File: config.mk
export PLATFORM = sky130hd
export DESIGN_NAME = ex_mem_pipe
export DESIGN_NICKNAME = d
export VERILOG_FILES = /design/src/rtl/wiscsp_pkg.sv /design/src/rtl/ex_mem_fwd_cmp.sv /design/src/rtl/ex_mem_pipe.sv
export SDC_FILE = /design/constraint.sdc
export NUM_CORES = 1
export LEC_CHECK = 0
export CAP_MARGIN = 15
export CORE_AREA = 4 4 99 101
export DETAILED_ROUTE_END_ITERATION = 8
export DIE_AREA = 0 0 103 105
export GPL_TIMING_DRIVEN = 0
export PLACE_DENSITY = 0.83
export SLEW_MARGIN = 5
export SYNTH_ARGS = -nofsm -noshare
export SYNTH_HDL_FRONTEND = slang
export SYNTH_SLANG_ARGS = --single-unit
export TNS_END_PERCENT = 100
File: constraint.sdc
create_clock -name clk -period 2.25 [get_ports clk]
set_input_delay 0.5625 -clock clk [delete_from_list [all_inputs] [get_ports clk]]
set_output_delay 0.5625 -clock clk [all_outputs]
set_load 0.01 [all_outputs]
File: src/rtl/wiscsp_pkg.sv
// Shared types and defaults for the WiscSP13 pipeline registers.
// Holds the MEM-stage control bundle and the datapath/specifier width defaults.
package wiscsp_pkg;

  localparam int DEF_DATA_W   = 16;
  localparam int DEF_REG_ID_W = 3;

  typedef struct packed {
    logic reg_write;
    logic branch;
    logic mem_write;
    logic mem_read;
    logic halt;
  } mem_ctrl_t;

  localparam mem_ctrl_t MEM_CTRL_NOP = '0;

  // Event counters stick at all-ones instead of wrapping.
  function automatic logic [15:0] sat_inc16(input logic [15:0] v);
    return (v == 16'hFFFF) ? v : v + 16'd1;
  endfunction

endpackage

File: src/rtl/ex_mem_fwd_cmp.sv
// Store-data forwarding comparator: does the WB write target the rs2 of a valid store?
// Pure combinational; used for both the EX capture path and the MEM hold path.
module ex_mem_fwd_cmp #(
  parameter int REG_ID_W = 3
) (
  input  logic                wb_reg_write,
  input  logic [REG_ID_W-1:0] wb_rd_id,
  input  logic [REG_ID_W-1:0] rs2_id,
  input  logic                mem_write,
  input  logic                valid,
  output logic                fwd_hit
);

  // r0 is an ordinary register here, so the match is plain full-width equality.
  assign fwd_hit = wb_reg_write & (wb_rd_id == rs2_id) & mem_write & valid;

endmodule

File: src/rtl/ex_mem_pipe.sv
// EX/MEM pipeline register for WiscSP13: stall-hold, deferred flush, WB->MEM store forwarding, halt.
// Optional macro EX_MEM_STATS_EN adds saturating load/store/bubble counters.
module ex_mem_pipe
  import wiscsp_pkg::*;
#(
  parameter int DATA_W   = DEF_DATA_W,
  parameter int REG_ID_W = DEF_REG_ID_W
) (
  input  logic                clk,
  input  logic                rst,
  input  logic                stall,
  input  logic                flush,
  input  logic                ex_valid,
  input  logic [DATA_W-1:0]   ex_PC2,
  input  logic [DATA_W-1:0]   ex_imm,
  input  logic                ex_branch_sel,
  input  logic [DATA_W-1:0]   ex_out,
  input  logic [DATA_W-1:0]   ex_store_data,
  input  logic [REG_ID_W-1:0] ex_rs2_id,
  input  logic [REG_ID_W-1:0] ex_rd_id,
  input  logic                ex_reg_write,
  input  logic                ex_branch,
  input  logic                ex_mem_write,
  input  logic                ex_mem_read,
  input  logic                ex_halt,
  input  logic                wb_reg_write,
  input  logic [REG_ID_W-1:0] wb_rd_id,
  input  logic [DATA_W-1:0]   wb_data,
  output logic                mem_valid,
  output logic [DATA_W-1:0]   mem_PC2,
  output logic [DATA_W-1:0]   mem_imm,
  output logic [DATA_W-1:0]   mem_EX_out,
  output logic [DATA_W-1:0]   mem_store_data,
  output logic                mem_branch_sel,
  output logic                mem_branch,
  output logic                mem_mem_write,
  output logic                mem_mem_read,
  output logic                mem_reg_write,
  output logic                mem_halt,
  output logic [REG_ID_W-1:0] mem_rs2_id,
  output logic [REG_ID_W-1:0] mem_rd_id,
`ifdef EX_MEM_STATS_EN
  output logic [15:0]         stat_loads,
  output logic [15:0]         stat_stores,
  output logic [15:0]         stat_bubbles,
`endif
  output logic                halted
);

  logic                valid_reg;
  logic [DATA_W-1:0]   pc2_reg;
  logic [DATA_W-1:0]   imm_reg;
  logic [DATA_W-1:0]   ex_out_reg;
  logic [DATA_W-1:0]   store_data_reg;
  logic                branch_sel_reg;
  logic [REG_ID_W-1:0] rs2_id_reg;
  logic [REG_ID_W-1:0] rd_id_reg;
  mem_ctrl_t           ctrl_reg;
  logic                flush_pend_reg;
  logic                halted_reg;

  mem_ctrl_t           ex_ctrl;
  logic [DATA_W-1:0]   store_data_next;
  logic                cap_fwd_hit;
  logic                hold_fwd_hit;

  logic                do_hold;
  logic                do_halt;
  logic                do_bubble;
  logic                do_load;

  ex_mem_fwd_cmp #(.REG_ID_W(REG_ID_W)) u_cap_cmp (
    .wb_reg_write (wb_reg_write),
    .wb_rd_id     (wb_rd_id),
    .rs2_id       (ex_rs2_id),
    .mem_write    (ex_mem_write),
    .valid        (ex_valid),
    .fwd_hit      (cap_fwd_hit)
  );

  ex_mem_fwd_cmp #(.REG_ID_W(REG_ID_W)) u_hold_cmp (
    .wb_reg_write (wb_reg_write),
    .wb_rd_id     (wb_rd_id),
    .rs2_id       (rs2_id_reg),
    .mem_write    (ctrl_reg.mem_write),
    .valid        (valid_reg),
    .fwd_hit      (hold_fwd_hit)
  );

  always_comb begin
    ex_ctrl = MEM_CTRL_NOP;
    if (ex_valid) begin
      ex_ctrl = '{reg_write: ex_reg_write, branch: ex_branch, mem_write: ex_mem_write,
                  mem_read: ex_mem_read, halt: ex_halt};
    end
  end

  assign store_data_next = cap_fwd_hit ? wb_data : ex_store_data;

  // Exactly one edge action is chosen; a halted core takes none of them.
  always_comb begin
    do_hold   = 1'b0;
    do_halt   = 1'b0;
    do_bubble = 1'b0;
    do_load   = 1'b0;
    if (!halted_reg) begin
      if (stall) begin
        do_hold = 1'b1;
      end else if (valid_reg && ctrl_reg.halt) begin
        do_halt = 1'b1;
      end else if (flush || flush_pend_reg) begin
        do_bubble = 1'b1;
      end else begin
        do_load = 1'b1;
      end
    end
  end

  always_ff @(posedge clk) begin
    if (rst) begin
      valid_reg      <= 1'b0;
      pc2_reg        <= '0;
      imm_reg        <= '0;
      ex_out_reg     <= '0;
      store_data_reg <= '0;
      branch_sel_reg <= 1'b0;
      rs2_id_reg     <= '0;
      rd_id_reg      <= '0;
      ctrl_reg       <= MEM_CTRL_NOP;
      flush_pend_reg <= 1'b0;
      halted_reg     <= 1'b0;
    end else begin
      if (do_hold) begin
        // A flush seen while stalled is remembered and applied once the stall lifts.
        if (flush) begin
          flush_pend_reg <= 1'b1;
        end
        if (hold_fwd_hit) begin
          store_data_reg <= wb_data;
        end
      end
      if (do_halt) begin
        halted_reg     <= 1'b1;
        valid_reg      <= 1'b0;
        ctrl_reg       <= MEM_CTRL_NOP;
        flush_pend_reg <= 1'b0;
      end
      if (do_bubble) begin
        valid_reg      <= 1'b0;
        pc2_reg        <= '0;
        imm_reg        <= '0;
        ex_out_reg     <= '0;
        store_data_reg <= '0;
        branch_sel_reg <= 1'b0;
        rs2_id_reg     <= '0;
        rd_id_reg      <= '0;
        ctrl_reg       <= MEM_CTRL_NOP;
        flush_pend_reg <= 1'b0;
      end
      if (do_load) begin
        valid_reg      <= ex_valid;
        pc2_reg        <= ex_PC2;
        imm_reg        <= ex_imm;
        ex_out_reg     <= ex_out;
        store_data_reg <= store_data_next;
        branch_sel_reg <= ex_branch_sel;
        rs2_id_reg     <= ex_rs2_id;
        rd_id_reg      <= ex_rd_id;
        ctrl_reg       <= ex_ctrl;
      end
    end
  end

  assign mem_valid      = valid_reg;
  assign mem_PC2        = pc2_reg;
  assign mem_imm        = imm_reg;
  assign mem_EX_out     = ex_out_reg;
  assign mem_store_data = store_data_reg;
  assign mem_branch_sel = branch_sel_reg;
  assign mem_rs2_id     = rs2_id_reg;
  assign mem_rd_id      = rd_id_reg;
  assign mem_reg_write  = ctrl_reg.reg_write;
  assign mem_branch     = ctrl_reg.branch;
  assign mem_mem_write  = ctrl_reg.mem_write;
  assign mem_mem_read   = ctrl_reg.mem_read;
  assign mem_halt       = ctrl_reg.halt;
  assign halted         = halted_reg;

`ifdef EX_MEM_STATS_EN
  logic [2:0] stat_evt;

  // Index 0: loads, 1: stores, 2: bubbles. do_* are already quiet while halted.
  assign stat_evt = {do_bubble, do_load & ex_ctrl.mem_write, do_load & ex_ctrl.mem_read};

  genvar gi;
  for (gi = 0; gi < 3; gi++) begin : g_stat
    logic [15:0] cnt_reg;
    always_ff @(posedge clk) begin
      if (rst) begin
        cnt_reg <= '0;
      end else if (stat_evt[gi]) begin
        cnt_reg <= sat_inc16(cnt_reg);
      end
    end
  end

  assign stat_loads   = g_stat[0].cnt_reg;
  assign stat_stores  = g_stat[1].cnt_reg;
  assign stat_bubbles = g_stat[2].cnt_reg;
`endif

endmodule

==> impl_metrics.csv, run 1 <==
group,metric,value,unit
clock_tree,clk_latency,350,ps
layout,drive_gt1_frac,0.0973,
timing,worst_slew_pin_slew,541,ps
floorplan,dieArea,10800,um^2
global_route,grt_overflow_total,0,
floorplan,start_util,0.391,
synth,netlist_top_cells_count,"dfxtp_1 (79), nor2_1 (61), a22oi_1 (55), inv_1 (34), nor3_1 (32)",
timing,maxSlewViolCount,0,
global_route,grt_pass1_vias,3793,
clock_tree,htreeDepth,3,
floorplan,core-area,9020,um^2
floorplan,dieHeight,105,um
route,drc,0,
timing,hold_viol_final,0,
setup_path,critical_path_class,"input pin to flip-flop",
setup_path,worst_ep_arrival_time,2410,ps
route,via_per_inst,5.12,
route,antenna_left,0,
power_and_ir_drop,peakVddDrop,0.301,mV
global_route,grt_pass1_wl,18400,um
timing,setup_viol,0,
synth,synth_edf_count,0,
timing,max_slew_margin,0.638,
route,wl_per_cell,16.7,um
setup_path,cp-startpoint,"stall",
synth,synthesis.area,3530,um^2
placement,post_dp_cell_area,5440,um^2
placement,gp_congestion,0.812,
placement,hpwl,8900,um
route,wl_met3,1080,um
clock_tree,path_clk_slew,90,ps
synth,synth.avg_cell_area,9.09,um^2
flow_run,maxCapViolations,0,
route,wl_met1,4530,um
route,vias,3566,
route,wl_met2,5890,um
power_and_ir_drop,seq_power_share,0.460,
layout,area_growth,61.8,%
timing,fin_skew,7.87,ps
power_and_ir_drop,p_leak,2.19,nW
synth,netlist_top_cells_area,"dfxtp_1 (45%), a22oi_1 (12%), nor2_1 (6.5%), mux2i_1 (4.5%), nor3_1 (4.5%)",
placement,pre_cts_ws,-550,ps
clock_tree,cts-root-buf,"clkbuf_8",
synth,ys_seq_area_frac,0.449,
global_route,grt_max_degree,15,
route,drt-pass1-iter-count,5,
floorplan,ios,179,
timing,finalCriticalPeriod,2140,ps
clock_tree,clk_path_buf_depth,2,
synth,yosys.area.top_type_share,0.449,
setup_path,crit_path_end,"mem_store_data[12]",
clock_tree,cts_hold_buffers,0,
timing,layout_setup_ws,106,ps
power_and_ir_drop,p_int,2.38,mW
timing,rsz0062_at_grt,"false",
synth,synth_warnings,0,
worst_hold_path,hold_path.class,"flip-flop to flip-flop",
global_route,grt_antenna_before_repair,0,
setup_path,start_kind,"input pin",
synth,synth-seq-cells,79,
layout,design_area,5700,um^2
setup_path,cp-end-kind,"flip-flop",
synth,synth_area_leader_cell,"dfxtp_1",
placement,portBuffers,177,
timing,fin_tns_setup,0,ps
timing,max_freq,0.466,GHz
synth,syn-num-nets,489,
route,dr.first_iter.drc_count,128,
layout,antenna_cells,0,
setup_path,path_max_fanout,10,
setup_path,ff2ff_setup_slack,400,ps
setup_path,r2r-start,"mem_halt",
timing,fin_crit_sh,0.953,
setup_path,crit_required,2520,ps
route,highest_layer,"met4",
power_and_ir_drop,pwr-share-clk,0.340,
route,wirelength,11700,um
clock_tree,cts_tree,"built",
synth,synth_cell_type_count,31,
run_status,status,"completed",
layout,fin_nets,682,
setup_path,timing.rr.end,"mem_store_data[4]",
power_and_ir_drop,combinationalPowerShare,0.201,
power_and_ir_drop,switching_share,0.267,
synth,postSynthCellCount,388,
clock_tree,cts_buffers,9,
power_and_ir_drop,power.density,569,nW/um^2
power_and_ir_drop,switching_power,0.869,mW
setup_path,rr_worst_depth,6,
synth,yosys.cell_count.top_type,"dfxtp_1",
clock_tree,clkSinkCount,79,
floorplan,fp.dieW,103,um
global_route,track_usage,0.214,
synth,synthArstFlopShare,0,
floorplan,rows,35,
synth,synth-main-ff-cell,"dfxtp_1",
[cell type report]
| type | count | area (um^2) |
|---|---|---|
| fillers | 744 | 3320 |
| repair buffers | 182 | 1820 |
| flip-flops and latches | 79 | 1580 |
| multi-input cells | 239 | 1540 |
| plain buffers | 36 | 293 |
| well taps | 111 | 139 |
| clock buffers | 10 | 138 |
| inverters | 34 | 128 |
| clock inverters | 6 | 68.8 |
[cell usage in the layout, fill, tap and decap left out, drive strengths merged, types with 3 or more instances in the layout]
cell,synthesis,layout
a311oi,16,16
dlymetal6s2s,3,3
a22oi,55,55
nor2,61,61
buf,12,17
a21oi,19,19
a32oi,4,4
inv,34,35
clkbuf,20,30
nand3,3,3
clkinv,0,3
clkdlybuf4s50,0,177
dfxtp,79,79
mux2i,16,16
nand2,20,20
xor2,6,6
nor3,32,32
[logic make-up (layout without fill, tap and decap cells)]
family | count (synthesis) | count (layout) | share of synthesized area
flip-flops | 79 | 79 | 0.449
AO/OA/AOI/OAI | 98 | 98 | 0.227
multiplexers | 16 | 16 | 0.0454
buffers and inverters | 70 | 268 | 0.117
AND/OR/NAND/NOR | 119 | 119 | 0.147
XOR/XNOR | 6 | 6 | 0.0149
[metrics by stage]
| stage | util | hold slack (ps) | instances | total power [mW] |
|---|---|---|---|---|
| 2_1_floorplan | - | 482 | 388 | 1.80 |
| 3_3_place_gp | 0.603 | 465 | 676 | 2.15 |
| 3_5_place_dp | 0.603 | 475 | 676 | 2.17 |
| 4_1_cts | 0.631 | 489 | 696 | 3.27 |
| 5_1_grt | 0.632 | 519 | 697 | 3.39 |
| 6_report | 0.632 | 487 | 697 | 3.25 |
[worst max-delay path: stages]
cell	delay, ps
clkdlybuf4s50_1	480
inv_1	80
a31oi_2	490
clkdlybuf4s15_2	430
a21oi_1	130
a311oi_2	240
[worst min-delay path by stage]
stage              startpoint        endpoint  slack, ps  cells after the start
2_1_floorplan  flush_pend_reg  flush_pend_reg        480                      2
3_3_place_gp    mem_reg_write   mem_reg_write        470                      2
3_5_place_dp    mem_mem_write   mem_mem_write        480                      2
4_1_cts         mem_mem_write   mem_mem_write        490                      2
5_1_grt         mem_mem_write   mem_mem_write        520                      2
6_report        mem_mem_write   mem_mem_write        490                      2
[power groups by stage]
stage	combinational [mW]	sequential (mW)	clock (mW)
2_1_floorplan	0.249	1.55	0
6_report	0.652	1.49	1.10
3_5_place_dp	0.644	1.52	0
3_3_place_gp	0.632	1.52	0
4_1_cts	0.653	1.49	1.13
5_1_grt	0.701	1.50	1.19
[what timing repair did]
item                                    CTS  global route
resized for setup                         2            10
pin swaps                                 1             1
setup buffers                             4             1
endpoints found under the setup margin   62            50
hold endpoints to repair                  0             0
[metal layers]
layer | global-route usage | vias to the layer above
met5 | 0 | -
met4 | 0.0611 | 0
met3 | 0.0768 | 16
met2 | 0.368 | 143
met1 | 0.244 | 1665
li1 | - | 1742
Note: power is estimated with default switching activity, not from simulation.
==> run 2, diff against run 1 <==
Clock period 2.25 ns to 2 ns, I/O delays scaled along.
==> run 2 against run 1 <==
Net effect: power increased by 13%; non-clock buffer count unchanged; clock skew increased by 1.6 ps; clock power increased by 14%; largest cell class unchanged; first-iteration DRC count decreased by 7.0%; sequential power increased by 13%; clock-buffer cell count unchanged; highest routed layer unchanged; hold slack got worse by 1.6 ps; critical path depth increased by 1.
==> impl_metrics.csv, run 2 (synthesis gave the netlist of run 1 again) <==
group,metric,value,unit
global_route,grt_pass1_vias,3785,
timing,rsz0062_at_grt,"false",
route,via_per_inst,5.15,
floorplan,core-area,9020,um^2
setup_path,crit_required,2230,ps
floorplan,rows,35,
layout,final_cells,697,
floorplan,fp.dieW,103,um
power_and_ir_drop,peakVddDrop,0.343,mV
timing,hold-worst-slack,486,ps
worst_hold_path,hold_path.class,"flip-flop to flip-flop",
run_status,status,"completed",
floorplan,dieArea,10800,um^2
global_route,track_usage,0.214,
timing,finalCriticalPeriod,1950,ps
worst_hold_path,holdPathStages,2,
timing,fin_crit_sh,0.974,
clock_tree,clk_path_buf_depth,2,
route,wl_per_cell,16.9,um
timing,max_slew_margin,0.672,
placement,gp_congestion,0.812,
layout,area_growth,62.0,%
floorplan,ios,179,
timing,layout_setup_ws,53.0,ps
layout,antenna_cells,0,
setup_path,worst_ep_arrival_time,2170,ps
clock_tree,cts-root-buf,"clkbuf_8",
route,dr.first_iter.drc_count,119,
timing,fin_skew,9.47,ps
clock_tree,clk_latency,360,ps
setup_path,cp-startpoint,"wb_rd_id[0]",
worst_hold_path,hp-start,"mem_mem_write",
layout,design_area,5710,um^2
setup_path,timing.rr.end,"mem_store_data[4]",
clock_tree,htreeDepth,3,
global_route,grt_max_degree,15,
floorplan,start_util,0.391,
setup_path,start_kind,"input pin",
layout,fin_nets,682,
global_route,grt_pass1_wl,18500,um
setup_path,cp-end-kind,"flip-flop",
timing,setup_viol,0,
timing,maxSlewViolCount,0,
global_route,grt_antenna_before_repair,0,
floorplan,dieHeight,105,um
route,drt-pass1-iter-count,5,
clock_tree,cts_buffers,9,
power_and_ir_drop,p_leak,2.19,nW
route,wirelength,11800,um
clock_tree,cts_tree,"built",
timing,fin_tns_setup,0,ps
layout,final_common_cell,"clkdlybuf4s50_1",
flow_run,maxCapViolations,0,
timing,worst_slew_pin_slew,492,ps
setup_path,path_max_fanout,10,
placement,portBuffers,177,
clock_tree,clkSinkCount,79,
setup_path,max_stage_delay,440,ps
setup_path,critical-path-slowest-cell,"clkdlybuf4s50_1",
route,antenna_left,0,
clock_tree,path_clk_slew,80,ps
setup_path,critical_path_class,"input pin to flip-flop",
placement,dp_cells,676,
layout,final_cell_mix,"clkdlybuf4s50_1 (176), dfxtp_1 (79), nor2_1 (60)",
timing,max_freq,0.514,GHz
placement,post_dp_cell_area,5440,um^2
power_and_ir_drop,total_power,3.67,mW
global_route,grt_overflow_total,0,
route,vias,3593,
timing,hold_viol_final,0,
power_and_ir_drop,power.density,642,nW/um^2
setup_path,crit_path_end,"mem_store_data[4]",
placement,pre_cts_ws,-737,ps
setup_path,r2r-start,"mem_valid",
layout,fin_util,0.633,
setup_path,crit_chain,"clkdlybuf4s50_1 -> xor2_1 -> o41ai_4 -> and2_1 -> buf_6 -> buf_8 -> a311oi_1",
setup_path,rr_worst_depth,7,
route,drc,0,
setup_path,ff2ff_setup_slack,180,ps
layout,drive_gt1_frac,0.102,
placement,hpwl,8900,um
run 2: final cells by class:
class	count	area, um^2
Fill cell	742	3310
Timing Repair Buffer	182	1820
Sequential cell	79	1580
Multi-Input combinational cell	239	1550
Buffer	36	280
Tap cell	111	139
Clock buffer	10	138
Inverter	34	128
Clock inverter	6	68.8
run 2: how the worst min path moves through the flow:
stage / endpoint
2_1_floorplan: flush_pend_reg
3_3_place_gp: mem_reg_write
3_5_place_dp: mem_mem_write
4_1_cts: mem_mem_write
5_1_grt: mem_store_data[6]
6_report: mem_mem_write
run 2: power by group:
group          internal, mW  switching [mW]  leakage [nW]
clock                 0.618           0.633         0.103
combinational         0.418           0.317          1.44
sequential             1.64          0.0398         0.646
run 2: routing by layer:
metal  routed length, um  share of wire  vias to the layer above  GRT usage
met2                5810           0.49                      155      0.372
met1                4590           0.39                     1672      0.246
met3                1150          0.097                       22     0.0754
met4                 207          0.018                        0     0.0574
met5                   0              0                        -          0
li1                    -              -                     1744          -
run 2: worst max-delay path: cells and delay by family:
kind	cells	cell delay, ps
xor gates and xnor gates	1	180
buffers and inverters	3	730
AOI/OAI and AO/OA	2	550
and+or+nand+nor	1	210
run 2: timing repair:
item | CTS | global route
buffers inserted | 5 | 0
endpoints found under the setup margin | 76 | 15
hold buffers | 0 | 0
pin swaps | 2 | 2
gates resized for setup | 9 | 5
